<file path="src/rtl/icb_mon_pkg.sv">
// Shared definitions for the ICB protocol monitor: error bit indices and the
// error vector type.
package icb_mon_pkg;

  localparam int unsigned ERR_ADDR_CHG    = 0;
  localparam int unsigned ERR_READ_CHG    = 1;
  localparam int unsigned ERR_WDATA_CHG   = 2;
  localparam int unsigned ERR_WMASK_CHG   = 3;
  localparam int unsigned ERR_CVALID_DROP = 4;
  localparam int unsigned ERR_RVALID_DROP = 5;
  localparam int unsigned ERR_RSP_CHG     = 6;
  localparam int unsigned ERR_RSP_ORPHAN  = 7;
  localparam int unsigned ERR_OVERFLOW    = 8;
  localparam int unsigned ERR_CMD_TMO     = 9;
  localparam int unsigned ERR_RSP_TMO     = 10;
  localparam int unsigned NUM_ERR         = 11;

  typedef logic [NUM_ERR-1:0] err_vec_t;

  // Lowest set index wins when several errors appear together.
  function automatic logic [3:0] lowest_err_idx(input err_vec_t v);
    logic [3:0] idx;
    idx = '0;
    for (int i = NUM_ERR - 1; i >= 0; i--) begin
      if (v[i]) idx = 4'(i);
    end
    return idx;
  endfunction

endpackage

</file>
<file path="src/rtl/icb_mon_type_fifo.sv">
// 1-bit transaction-type FIFO with occupancy count. Empty push+pop bypasses
// storage; push into a full FIFO without a pop is dropped.
module icb_mon_type_fifo #(
  parameter int unsigned DEPTH = 4
) (
  input  logic                     clk,
  input  logic                     rst_n,
  input  logic                     push_i,
  input  logic                     pop_i,
  input  logic                     din_i,
  output logic                     pop_vld_o,
  output logic                     pop_data_o,
  output logic [$clog2(DEPTH):0]   count_o
);

  localparam int unsigned PW = (DEPTH > 1) ? $clog2(DEPTH) : 1;
  localparam int unsigned CW = $clog2(DEPTH) + 1;

  logic [DEPTH-1:0] mem_q, mem_d;
  logic [PW-1:0]    wr_ptr_q, wr_ptr_d, rd_ptr_q, rd_ptr_d;
  logic [CW-1:0]    count_q, count_d;
  logic             empty, full, bypass, do_push, do_pop;

  function automatic logic [PW-1:0] ptr_inc(input logic [PW-1:0] p);
    return (p == PW'(DEPTH - 1)) ? '0 : p + PW'(1);
  endfunction

  assign empty   = (count_q == '0);
  assign full    = (count_q == CW'(DEPTH));
  assign bypass  = push_i & pop_i & empty;
  assign do_pop  = pop_i & ~empty;
  assign do_push = push_i & ~bypass & (~full | do_pop);

  assign pop_vld_o  = do_pop | bypass;
  assign pop_data_o = empty ? din_i : mem_q[rd_ptr_q];
  assign count_o    = count_q;

  always_comb begin
    mem_d    = mem_q;
    wr_ptr_d = wr_ptr_q;
    rd_ptr_d = rd_ptr_q;
    count_d  = count_q;
    if (do_push) begin
      mem_d[wr_ptr_q] = din_i;
      wr_ptr_d        = ptr_inc(wr_ptr_q);
    end
    if (do_pop) rd_ptr_d = ptr_inc(rd_ptr_q);
    case ({do_push, do_pop})
      2'b10:   count_d = count_q + CW'(1);
      2'b01:   count_d = count_q - CW'(1);
      default: count_d = count_q;
    endcase
  end

  always_ff @(posedge clk or negedge rst_n) begin
    if (!rst_n) begin
      mem_q    <= '0;
      wr_ptr_q <= '0;
      rd_ptr_q <= '0;
      count_q  <= '0;
    end else begin
      mem_q    <= mem_d;
      wr_ptr_q <= wr_ptr_d;
      rd_ptr_q <= rd_ptr_d;
      count_q  <= count_d;
    end
  end

endmodule

</file>
<file path="src/rtl/icb_protocol_monitor.sv">
// Passive ICB link checker: payload stability, handshake drops, orphan/overflow,
// timeouts, sticky status with first-error capture, and traffic counters.
module icb_protocol_monitor
  import icb_mon_pkg::*;
#(
  parameter int unsigned ADDR_W    = 32,
  parameter int unsigned DATA_W    = 32,
  parameter int unsigned MAX_OUTST = 4,
  parameter int unsigned TIMEOUT   = 256,
  parameter int unsigned CNT_W     = 16
) (
  input  logic                      clk,
  input  logic                      rst_n,
  input  logic                      icb_cmd_valid,
  input  logic                      icb_cmd_ready,
  input  logic                      icb_cmd_read,
  input  logic [ADDR_W-1:0]         icb_cmd_addr,
  input  logic [DATA_W-1:0]         icb_cmd_wdata,
  input  logic [DATA_W/8-1:0]       icb_cmd_wmask,
  input  logic                      icb_rsp_valid,
  input  logic                      icb_rsp_ready,
  input  logic                      icb_rsp_err,
  input  logic [DATA_W-1:0]         icb_rsp_rdata,
  input  logic                      mon_en,
  input  logic                      err_clr,
  output logic [NUM_ERR-1:0]        err_sticky,
  output logic                      err_pulse,
  output logic                      first_err_vld,
  output logic [3:0]                first_err_code,
  output logic [$clog2(MAX_OUTST):0] outstanding,
  output logic [CNT_W-1:0]          rd_cnt,
  output logic [CNT_W-1:0]          wr_cnt,
  output logic [CNT_W-1:0]          rsp_err_cnt
);

  localparam int unsigned MW = DATA_W / 8;
  localparam int unsigned OW = $clog2(MAX_OUTST) + 1;
  localparam int unsigned TW = (TIMEOUT > 0) ? $clog2(TIMEOUT + 1) : 1;
  localparam logic [TW-1:0] TMO_MAX  = TW'(TIMEOUT);
  localparam logic [TW-1:0] TMO_LAST = TW'((TIMEOUT > 0) ? TIMEOUT - 1 : 0);

  logic              cmd_hs, rsp_hs;
  logic [ADDR_W-1:0] addr_q;
  logic              read_q;
  logic [DATA_W-1:0] wdata_q, rdata_q;
  logic [MW-1:0]     wmask_q;
  logic              rerr_q, stall_c_q, stall_r_q;

  logic              pop_vld, pop_read;
  logic [OW-1:0]     outst;

  logic [TW-1:0]     cmd_tmo_q, cmd_tmo_d, rsp_tmo_q, rsp_tmo_d;
  logic              cmd_tmo_hit, rsp_tmo_hit, tmo_on, cmd_wait, rsp_wait;

  err_vec_t          raw_err, new_err, sticky_q, sticky_d;
  logic              pulse_q, first_vld_q, first_vld_d;
  logic [3:0]        first_code_q, first_code_d;
  logic [CNT_W-1:0]  rd_cnt_q, rd_cnt_d, wr_cnt_q, wr_cnt_d, rerr_cnt_q, rerr_cnt_d;

  assign cmd_hs = icb_cmd_valid & icb_cmd_ready;
  assign rsp_hs = icb_rsp_valid & icb_rsp_ready;

  icb_mon_type_fifo #(.DEPTH(MAX_OUTST)) u_type_fifo (
    .clk       (clk),
    .rst_n     (rst_n),
    .push_i    (cmd_hs),
    .pop_i     (rsp_hs),
    .din_i     (icb_cmd_read),
    .pop_vld_o (pop_vld),
    .pop_data_o(pop_read),
    .count_o   (outst)
  );

  assign tmo_on   = mon_en && (TIMEOUT != 0);
  assign cmd_wait = icb_cmd_valid & ~icb_cmd_ready;
  assign rsp_wait = (outst != '0) & ~rsp_hs;

  // Wait counters saturate at TIMEOUT so each stall raises its flag only once.
  always_comb begin
    cmd_tmo_d   = '0;
    rsp_tmo_d   = '0;
    cmd_tmo_hit = 1'b0;
    rsp_tmo_hit = 1'b0;
    if (tmo_on && cmd_wait) begin
      cmd_tmo_d = cmd_tmo_q;
      if (cmd_tmo_q != TMO_MAX) begin
        cmd_tmo_d   = cmd_tmo_q + TW'(1);
        cmd_tmo_hit = (cmd_tmo_q == TMO_LAST);
      end
    end
    if (tmo_on && rsp_wait) begin
      rsp_tmo_d = rsp_tmo_q;
      if (rsp_tmo_q != TMO_MAX) begin
        rsp_tmo_d   = rsp_tmo_q + TW'(1);
        rsp_tmo_hit = (rsp_tmo_q == TMO_LAST);
      end
    end
  end

  always_comb begin
    raw_err                  = '0;
    raw_err[ERR_ADDR_CHG]    = stall_c_q & (icb_cmd_addr != addr_q);
    raw_err[ERR_READ_CHG]    = stall_c_q & (icb_cmd_read != read_q);
    raw_err[ERR_WDATA_CHG]   = stall_c_q & ~icb_cmd_read & (icb_cmd_wdata != wdata_q);
    raw_err[ERR_WMASK_CHG]   = stall_c_q & ~icb_cmd_read & (icb_cmd_wmask != wmask_q);
    raw_err[ERR_CVALID_DROP] = stall_c_q & ~icb_cmd_valid;
    raw_err[ERR_RVALID_DROP] = stall_r_q & ~icb_rsp_valid;
    raw_err[ERR_RSP_CHG]     = stall_r_q & ((icb_rsp_err != rerr_q) |
                                            (pop_read & (icb_rsp_rdata != rdata_q)));
    raw_err[ERR_RSP_ORPHAN]  = rsp_hs & (outst == '0) & ~cmd_hs;
    raw_err[ERR_OVERFLOW]    = cmd_hs & (outst == OW'(MAX_OUTST)) & ~rsp_hs;
    raw_err[ERR_CMD_TMO]     = cmd_tmo_hit;
    raw_err[ERR_RSP_TMO]     = rsp_tmo_hit;
    new_err                  = mon_en ? raw_err : '0;
  end

  // Clear is applied first so an error arriving with err_clr survives it.
  always_comb begin
    sticky_d     = (err_clr ? '0 : sticky_q) | new_err;
    first_vld_d  = err_clr ? 1'b0 : first_vld_q;
    first_code_d = err_clr ? 4'd0 : first_code_q;
    if (!first_vld_d && (new_err != '0)) begin
      first_vld_d  = 1'b1;
      first_code_d = lowest_err_idx(new_err);
    end
  end

  always_comb begin
    rd_cnt_d   = rd_cnt_q;
    wr_cnt_d   = wr_cnt_q;
    rerr_cnt_d = rerr_cnt_q;
    if (pop_vld) begin
      if (pop_read) begin
        if (rd_cnt_q != '1) rd_cnt_d = rd_cnt_q + CNT_W'(1);
      end else begin
        if (wr_cnt_q != '1) wr_cnt_d = wr_cnt_q + CNT_W'(1);
      end
      if (icb_rsp_err && (rerr_cnt_q != '1)) rerr_cnt_d = rerr_cnt_q + CNT_W'(1);
    end
  end

  always_ff @(posedge clk or negedge rst_n) begin
    if (!rst_n) begin
      addr_q       <= '0;
      read_q       <= 1'b0;
      wdata_q      <= '0;
      wmask_q      <= '0;
      rdata_q      <= '0;
      rerr_q       <= 1'b0;
      stall_c_q    <= 1'b0;
      stall_r_q    <= 1'b0;
      cmd_tmo_q    <= '0;
      rsp_tmo_q    <= '0;
      sticky_q     <= '0;
      pulse_q      <= 1'b0;
      first_vld_q  <= 1'b0;
      first_code_q <= '0;
      rd_cnt_q     <= '0;
      wr_cnt_q     <= '0;
      rerr_cnt_q   <= '0;
    end else begin
      addr_q       <= icb_cmd_addr;
      read_q       <= icb_cmd_read;
      wdata_q      <= icb_cmd_wdata;
      wmask_q      <= icb_cmd_wmask;
      rdata_q      <= icb_rsp_rdata;
      rerr_q       <= icb_rsp_err;
      stall_c_q    <= icb_cmd_valid & ~icb_cmd_ready;
      stall_r_q    <= icb_rsp_valid & ~icb_rsp_ready;
      cmd_tmo_q    <= cmd_tmo_d;
      rsp_tmo_q    <= rsp_tmo_d;
      sticky_q     <= sticky_d;
      pulse_q      <= |new_err;
      first_vld_q  <= first_vld_d;
      first_code_q <= first_code_d;
      rd_cnt_q     <= rd_cnt_d;
      wr_cnt_q     <= wr_cnt_d;
      rerr_cnt_q   <= rerr_cnt_d;
    end
  end

  assign err_sticky     = sticky_q;
  assign err_pulse      = pulse_q;
  assign first_err_vld  = first_vld_q;
  assign first_err_code = first_code_q;
  assign outstanding    = outst;
  assign rd_cnt         = rd_cnt_q;
  assign wr_cnt         = wr_cnt_q;
  assign rsp_err_cnt    = rerr_cnt_q;

endmodule

</file>
<file path="config.mk">
export PLATFORM = sky130hd
export DESIGN_NAME = icb_protocol_monitor
export DESIGN_NICKNAME = d
export VERILOG_FILES = /design/src/rtl/icb_mon_pkg.sv /design/src/rtl/icb_mon_type_fifo.sv /design/src/rtl/icb_protocol_monitor.sv
export SDC_FILE = /design/constraint.sdc
export NUM_CORES = 1
export LEC_CHECK = 0
export ABC_AREA = 1
export BUFFER_PORTS_ARGS = -buffer_cell sky130_fd_sc_hd__buf_4
export CORE_ASPECT_RATIO = 0.6
export CORE_UTILIZATION = 25
export DETAILED_ROUTE_END_ITERATION = 8
export GPL_TIMING_DRIVEN = 0
export PLACE_DENSITY = 0.4
export REMOVE_ABC_BUFFERS = 1
export SLEW_MARGIN = 15
export SYNTH_ARGS = -nofsm -noshare
export SYNTH_HDL_FRONTEND = slang
export SYNTH_SLANG_ARGS = --single-unit
</file>
<file path="constraint.sdc">
create_clock -name clk -period 4.1 [get_ports clk]
set_input_delay 0.82 -clock clk [delete_from_list [all_inputs] [get_ports clk]]
set_output_delay 0.82 -clock clk [all_outputs]
set_load 0.03 [all_outputs]
</file>
Word level (Yosys, flattened, before mapping)
Index checks and enable logic that the tools add are counted.

$add $sub $neg: 9. $mul: 0. Divide/modulo/power cells: 0. Order comparisons: 3. Eq/ne operators: 20. Shifts and indexed selects: 0. Muxes and demuxes: 34. Bitwise logic cells: 38. Reductions and logical operators: 15.

Operators with widths (count): $ne A32 B32 Y1 (3); $mux W4 (13); $add A16 B1 Y16 const B (3); $ne A16 B16 Y1 const B (3); $mux W9 (4); $and A1 B1 Y1 (23); $mux W11 (2); $add A9 B1 Y9 const B (2); $eq A9 B8 Y1 const B (2); $ne A9 B9 Y1 const B (2); $not A1 Y1 (11); $or A11 B11 Y11 (1); $reduce_bool A11 Y1 (1); $reduce_or A11 Y1 (1); $mux W1 (9); $eq A2 B2 Y1 const B (3); $lt A2 B3 Y1 const B (2); $pmux W3 S2 (1); $reduce_and A3 Y1 (2); $logic_and A1 B1 Y1 (5); $add A2 B1 Y2 const B (2); $bwmux W4 (1); $mux W2 (2); $ne A2 B1 Y1 const B (2); 15 further kinds (19).

Register bits after elaboration: 198. Bits in latches: 0. RAM bits: 0. Memory bits (read-only): 0. Input port bits: 110. Output and inout port bits: 68. Word-level logic and storage cells: 140. Memories: 0.

Logic depth before layout (Yosys ltp)
Word-level depth: 19. Mapped depth: 19. Mapped depth without buffers: 19.

Modules after synthesis
A second synthesis with hierarchy kept.

Cells, all modules: 902. Area total of the unflattened synthesis: 8713.4 um2.

By module, submodules not included: icb_protocol_monitor (instances 1, cells an instance 819, area an instance 8039.0 um2, seq. area each 4679.5 um2); icb_mon_type_fifo (instances 1, cells an instance 83, area an instance 674.4 um2, seq. area each 275.3 um2).

Worst setup path before layout
Ideal clock, no wire load.

Path kind: input to register. Start: input port icb_rsp_valid. End: register u_type_fifo.count_q[2], in the netlist u_type_fifo.count_o[2]. Data arrival time: 2.089 ns. Required time: 3.969 ns. Path slack: 1.880 ns. Stages: 11. Path buffers: 0. Cell sequence: nand2_1 > nor2_1 > inv_1 > o21ai_0 > nand2_1 > ha_1 > inv_1 > fa_1 > a21oi_1 > o21ai_0 > xor2_1.

RTL lines: from (decl) (line icb_protocol_monitor.sv:20) `input logic icb_rsp_valid,`; $and A1 B1 Y1 * (line icb_protocol_monitor.sv:61) `assign rsp_hs = icb_rsp_valid & icb_rsp_ready;`; $and A1 B1 Y1 * (line icb_mon_type_fifo.sv:31) `assign do_pop = pop_i & ~empty;`; via u_type_fifo.do_pop (line icb_mon_type_fifo.sv:22) `logic empty, full, bypass, do_push, do_pop;`; $or A1 B1 Y1 (line icb_mon_type_fifo.sv:32) `assign do_push = push_i & ~bypass & (~full | do_pop);`; $and A1 B1 Y1 (line icb_mon_type_fifo.sv:32); $eq A2 B1 Y1 or $eq A2 B2 Y1 (tied branches) (line icb_mon_type_fifo.sv:48) `case ({do_push, do_pop})`; $pmux W3 S2 or $reduce_bool A2 Y1 (tied branches); to (signal assigned) (line icb_mon_type_fifo.sv:65) `count_q <= count_d;`; to (decl) (line icb_mon_type_fifo.sv:21) `logic [CW-1:0] count_q, count_d;`.

The timed path passes the listed nets; every way through them passes the cells marked *. A chain may end at the register's enable or synchronous reset.

Worst setup path in the final report
Start: register u_type_fifo.count_q[1], in the netlist u_type_fifo.count_o[1]. End: register u_type_fifo.count_q[2], in the netlist u_type_fifo.count_o[2].

Cells in the longest elaborated chain, start to end: 7.

RTL lines: $logic_not A3 Y1 * (line icb_mon_type_fifo.sv:28) `assign empty = (count_q == '0);`; $not A1 Y1 * (line icb_mon_type_fifo.sv:31); $and A1 B1 Y1 * (line icb_mon_type_fifo.sv:31); via u_type_fifo.do_pop (line icb_mon_type_fifo.sv:22); $or A1 B1 Y1 (line icb_mon_type_fifo.sv:32); $and A1 B1 Y1 (line icb_mon_type_fifo.sv:32); $eq A2 B1 Y1 or $eq A2 B2 Y1 (tied branches) (line icb_mon_type_fifo.sv:48); $pmux W3 S2 or $reduce_bool A2 Y1 (tied branches).

Marks and branches as above.

==> results.yml <==
worst_setup_path:
  cp.arrival_ns: 2.79
  startpoint_type: "register"
  crit_path_end_kind: "register"
  crit_chain: "nor3_4 > nor2_1 > inv_1 > o21ai_0 > nand2_1 > ha_1 > inv_1 > fa_1 > a21oi_1 > o21ai_0 > xor2_1"
  critPathLaunch: "u_type_fifo.count_o[1]"
  slowest_stage: "dfrtp_1"
  r2r_slack_ns: 1.64
  critPathMaxFanout: 5
  critPathKind: "reg2reg"
  crit_required_ns: 4.43
  max_stage_delay_ns: 0.45
  path_delay_family: "simple AND/OR/NAND/NOR gates"
  path_buf_inv: 2
  r2r_start: "u_type_fifo.count_o[1]"
power_and_ir_drop:
  swShare: 0.3312
  p_switching_mw: 1.680
  leakagePower_nw: 5.490
  p_comb_frac: 0.221
  p_int_mw: 3.392
  clock_power_share: 0.319
  powerDensity_nw_per_um2: 450.0
  vdd_drop_max_mv: 0.3133
  seqPwrFrac: 0.460
floorplanning:
  num_io_pins: 178
  fp.coreArea_um2: 34090
  fp.dieH_um: 147.1
  dieWidth_um: 243.8
  die-area_um2: 35850
  rows: 52
  initial_core_util: 0.2572
finish:
  area_growth_pct: 28.56
  stdcell_count: 1576
  drive_gt1_frac: 0.2213
  nets: 1229
sta:
  setup_tns_ns: 0
  fin_crit_ns: 2.464
  final-setup-viol-count: 0
  rsz0062_at_grt: "no"
  hold_viol: 0
  relSlewSlack: 0.5921
  tightest_slew_ns: 0.6112
  period_share: 0.6010
  slew_violations: 0
  fmax_mhz: 405.8
  skew_ns: 0.01375
  finalHoldWorstSlack_ns: 0.2088
grt:
  grt_antenna_before_repair: 1
  grt_pass1_vias: 6185
  grt_first_pass_wirelength_um: 34280
  overflow: 0
  track_usage: 0.1238
  grt_max_degree: 94
status:
  status: "complete, no violations"
clock_tree:
  cts.hold.buffers_added: 0
  root_buffer: "clkbuf_16"
  clkLatencyLatePin_ns: 0.45
  cts_tree: "yes"
  htree_levels: 4
  clk_path_buf_depth: 2
  cts_resized: 0
  clkSinkCount: 198
  cts_setup_buffers: 0
  numCtsBuffers: 17
  cts.clk_slew.worst_paths_ns: 0.07
synth:
  synth_top_family_by_area: "simple AND/OR/NAND/NOR gates"
  ys_warn_count: 0
  syn_inst: 907
  synth-simple-area-share: 0.2047
  synthMuxAreaShare: 0
  synth-compound-area-share: 0.03539
  syn_avg_cell_area_um2: 9.666
  seq_area_frac_synth: 0.5651
  mappedNetlistArea_um2: 8767
  ys_types: 38
  yosys.area_share.adder: 0.02369
  synth-seq-cells: 198
  synthXorXnorAreaFrac: 0.1189
placed_design:
  dp.cells: 1543
  gp_congestion: 0.7406
  place_hpwl_um: 15540
  port_buffers: 177
hold_path:
  min-delay-path-class: "in2async"
flow_run:
  drv_cap: 0
route:
  first_iter_violations: 218
  drc_errors: 0
  avgViaCountPerCell: 3.893
  drtAntennaViolNets: 0
  vias: 6135
  routedWlPerCell_um: 13.23
  wl_um: 20850
  first_pass_iters: 4
## per-layer routing
| metal | vias to the layer above | GRT usage | share of wire |
|---|---|---|---|
| met2 | 94 | 0.1670 | 0.40 |
| li1 | 3222 | - | - |
| met4 | 0 | 0.03094 | 0.0083 |
| met3 | 12 | 0.04238 | 0.053 |
| met1 | 2807 | 0.1854 | 0.54 |
| met5 | - | 0 | 0 |
## path summary, 6_finish.rpt
kind                                          end  depth (start not counted)
max                        u_type_fifo.count_o[2]                         11
min                                   rdata_q[18]                          1
min in group clk                     rsp_tmo_q[7]                          1
min reg2reg                          rsp_tmo_q[7]                          1
max in group asynchronous           first_err_vld                          2
max reg2reg                u_type_fifo.count_o[2]                         11
## placed cells by master, fill, tap and decap left out, types with 2 or more instances in the layout
cell type   netlist  routed
a211oi_1          2       2
a21oi_1          18      18
a31oi_1           6       6
buf_16            0       2
buf_4             0     176
clkbuf_16         0      17
clkinv_2          0       2
clkinv_4          0       2
clkinvlp_4        0       6
dfrtp_1         198     198
ha_1             15      15
inv_1           115     115
inv_2             3       3
inv_6             0       2
nand2_1         201     201
nand2_2           3       3
nand3_1          40      40
nand3_2           4       4
nand3b_1          2       2
nand4_1          12      12
nand4_2           2       2
nor2_1           85      85
nor2_2            2       2
nor2_4            3       3
nor3_1           18      18
nor3_4            2       2
nor3b_1           3       3
nor4_1            4       4
o211ai_1          2       2
o21ai_0          22      22
o21ai_1           2       2
or2_2            13      13
xnor2_1          75      75
xor2_1           44      44
## flip-flops by register name, indices dropped and copies added (netlist names), 2 cells and up
signal / cells
addr_q: 32
cmd_tmo_q: 9
err_sticky: 11
first_err_code: 4
rd_cnt: 16
rdata_q: 32
rsp_err_cnt: 16
rsp_tmo_q: 9
u_type_fifo.count_o: 3
u_type_fifo.mem_q: 4
u_type_fifo.rd_ptr_q: 2
u_type_fifo.wr_ptr_q: 2
wdata_q: 32
wmask_q: 4
wr_cnt: 16
## cells by family after synthesis
kind of cell,count (synthesis)
AOI/OAI and AO/OA,55
xor gates and xnor gates,119
adders and majority gates,16
buffers and inverters,121
DFF,198
and+or+nand+nor,398
## power groups by stage
| stage | combinational, mW | clock [mW] | sequential (mW) |
|---|---|---|---|
| 2_1_floorplan | 0.498 | 0 | 2.53 |
| 3_3_place_gp | 1.13 | 0 | 2.37 |
| 3_5_place_dp | 1.14 | 0 | 2.37 |
| 4_1_cts | 1.15 | 1.70 | 2.34 |
| 5_1_grt | 1.27 | 1.78 | 2.37 |
| 6_report | 1.12 | 1.62 | 2.33 |
## stage by stage
| stage | utilization | worst slack, ns | power (mW) | instance area, um2 |
|---|---|---|---|---|
| finish | 0.3306 | 1.636 | 5.072 | 11270 |
| global route | 0.3305 | 1.373 | 5.414 | 11270 |
| CTS | 0.3305 | 1.623 | 5.187 | 11270 |
| detailed placement | 0.3146 | 1.343 | 3.517 | 10720 |
| global placement | 0.3127 | 0.5395 | 3.504 | 10660 |
| floorplan | - | 1.880 | 3.026 | 8758 |
## cell usage after synthesis
library cell | n | area, um2
a211oi_1 | 2 | 15.01
a21oi_1 | 18 | 90.09
a31oi_1 | 6 | 37.54
and3_1 | 1 | 6.260
buf_2 | 1 | 5.000
clkbuf_1 | 1 | 3.750
dfrtp_1 | 198 | 4955
fa_1 | 1 | 20.02
ha_1 | 15 | 187.7
inv_1 | 115 | 431.7
inv_2 | 3 | 11.26
inv_4 | 1 | 6.260
nand2_1 | 201 | 754.5
nand2_2 | 3 | 18.77
nand2_4 | 1 | 11.26
nand3_1 | 40 | 200.2
nand3_2 | 4 | 40.04
nand3b_1 | 2 | 15.01
nand4_1 | 12 | 75.07
nand4_2 | 2 | 25.02
nand4_4 | 1 | 21.27
nor2_1 | 85 | 319.1
nor2_2 | 2 | 12.51
nor2_4 | 3 | 33.78
nor3_1 | 18 | 90.09
nor3_2 | 1 | 10.01
nor3_4 | 2 | 32.53
nor3b_1 | 3 | 22.52
nor4_1 | 4 | 25.02
o211ai_1 | 2 | 15.01
o21a_1 | 1 | 7.510
o21ai_0 | 22 | 110.1
o21ai_1 | 2 | 10.01
o21bai_4 | 1 | 18.77
o22ai_1 | 1 | 6.260
or2_2 | 13 | 81.33
xnor2_1 | 75 | 656.9
xor2_1 | 44 | 385.4
## final cells by class
cell class | instances | area [um2]
Clock inverter | 13 | 101.3
Multi-Input combinational cell | 588 | 3354
Tap cell | 459 | 574.3
Clock buffer | 19 | 442.9
Timing Repair Buffer | 179 | 1391
Antenna cell | 1 | 2.502
Fill cell | 3567 | 22820
Sequential cell | 198 | 4955
Inverter | 119 | 449.2
Note: power is estimated with default switching activity, not from simulation.
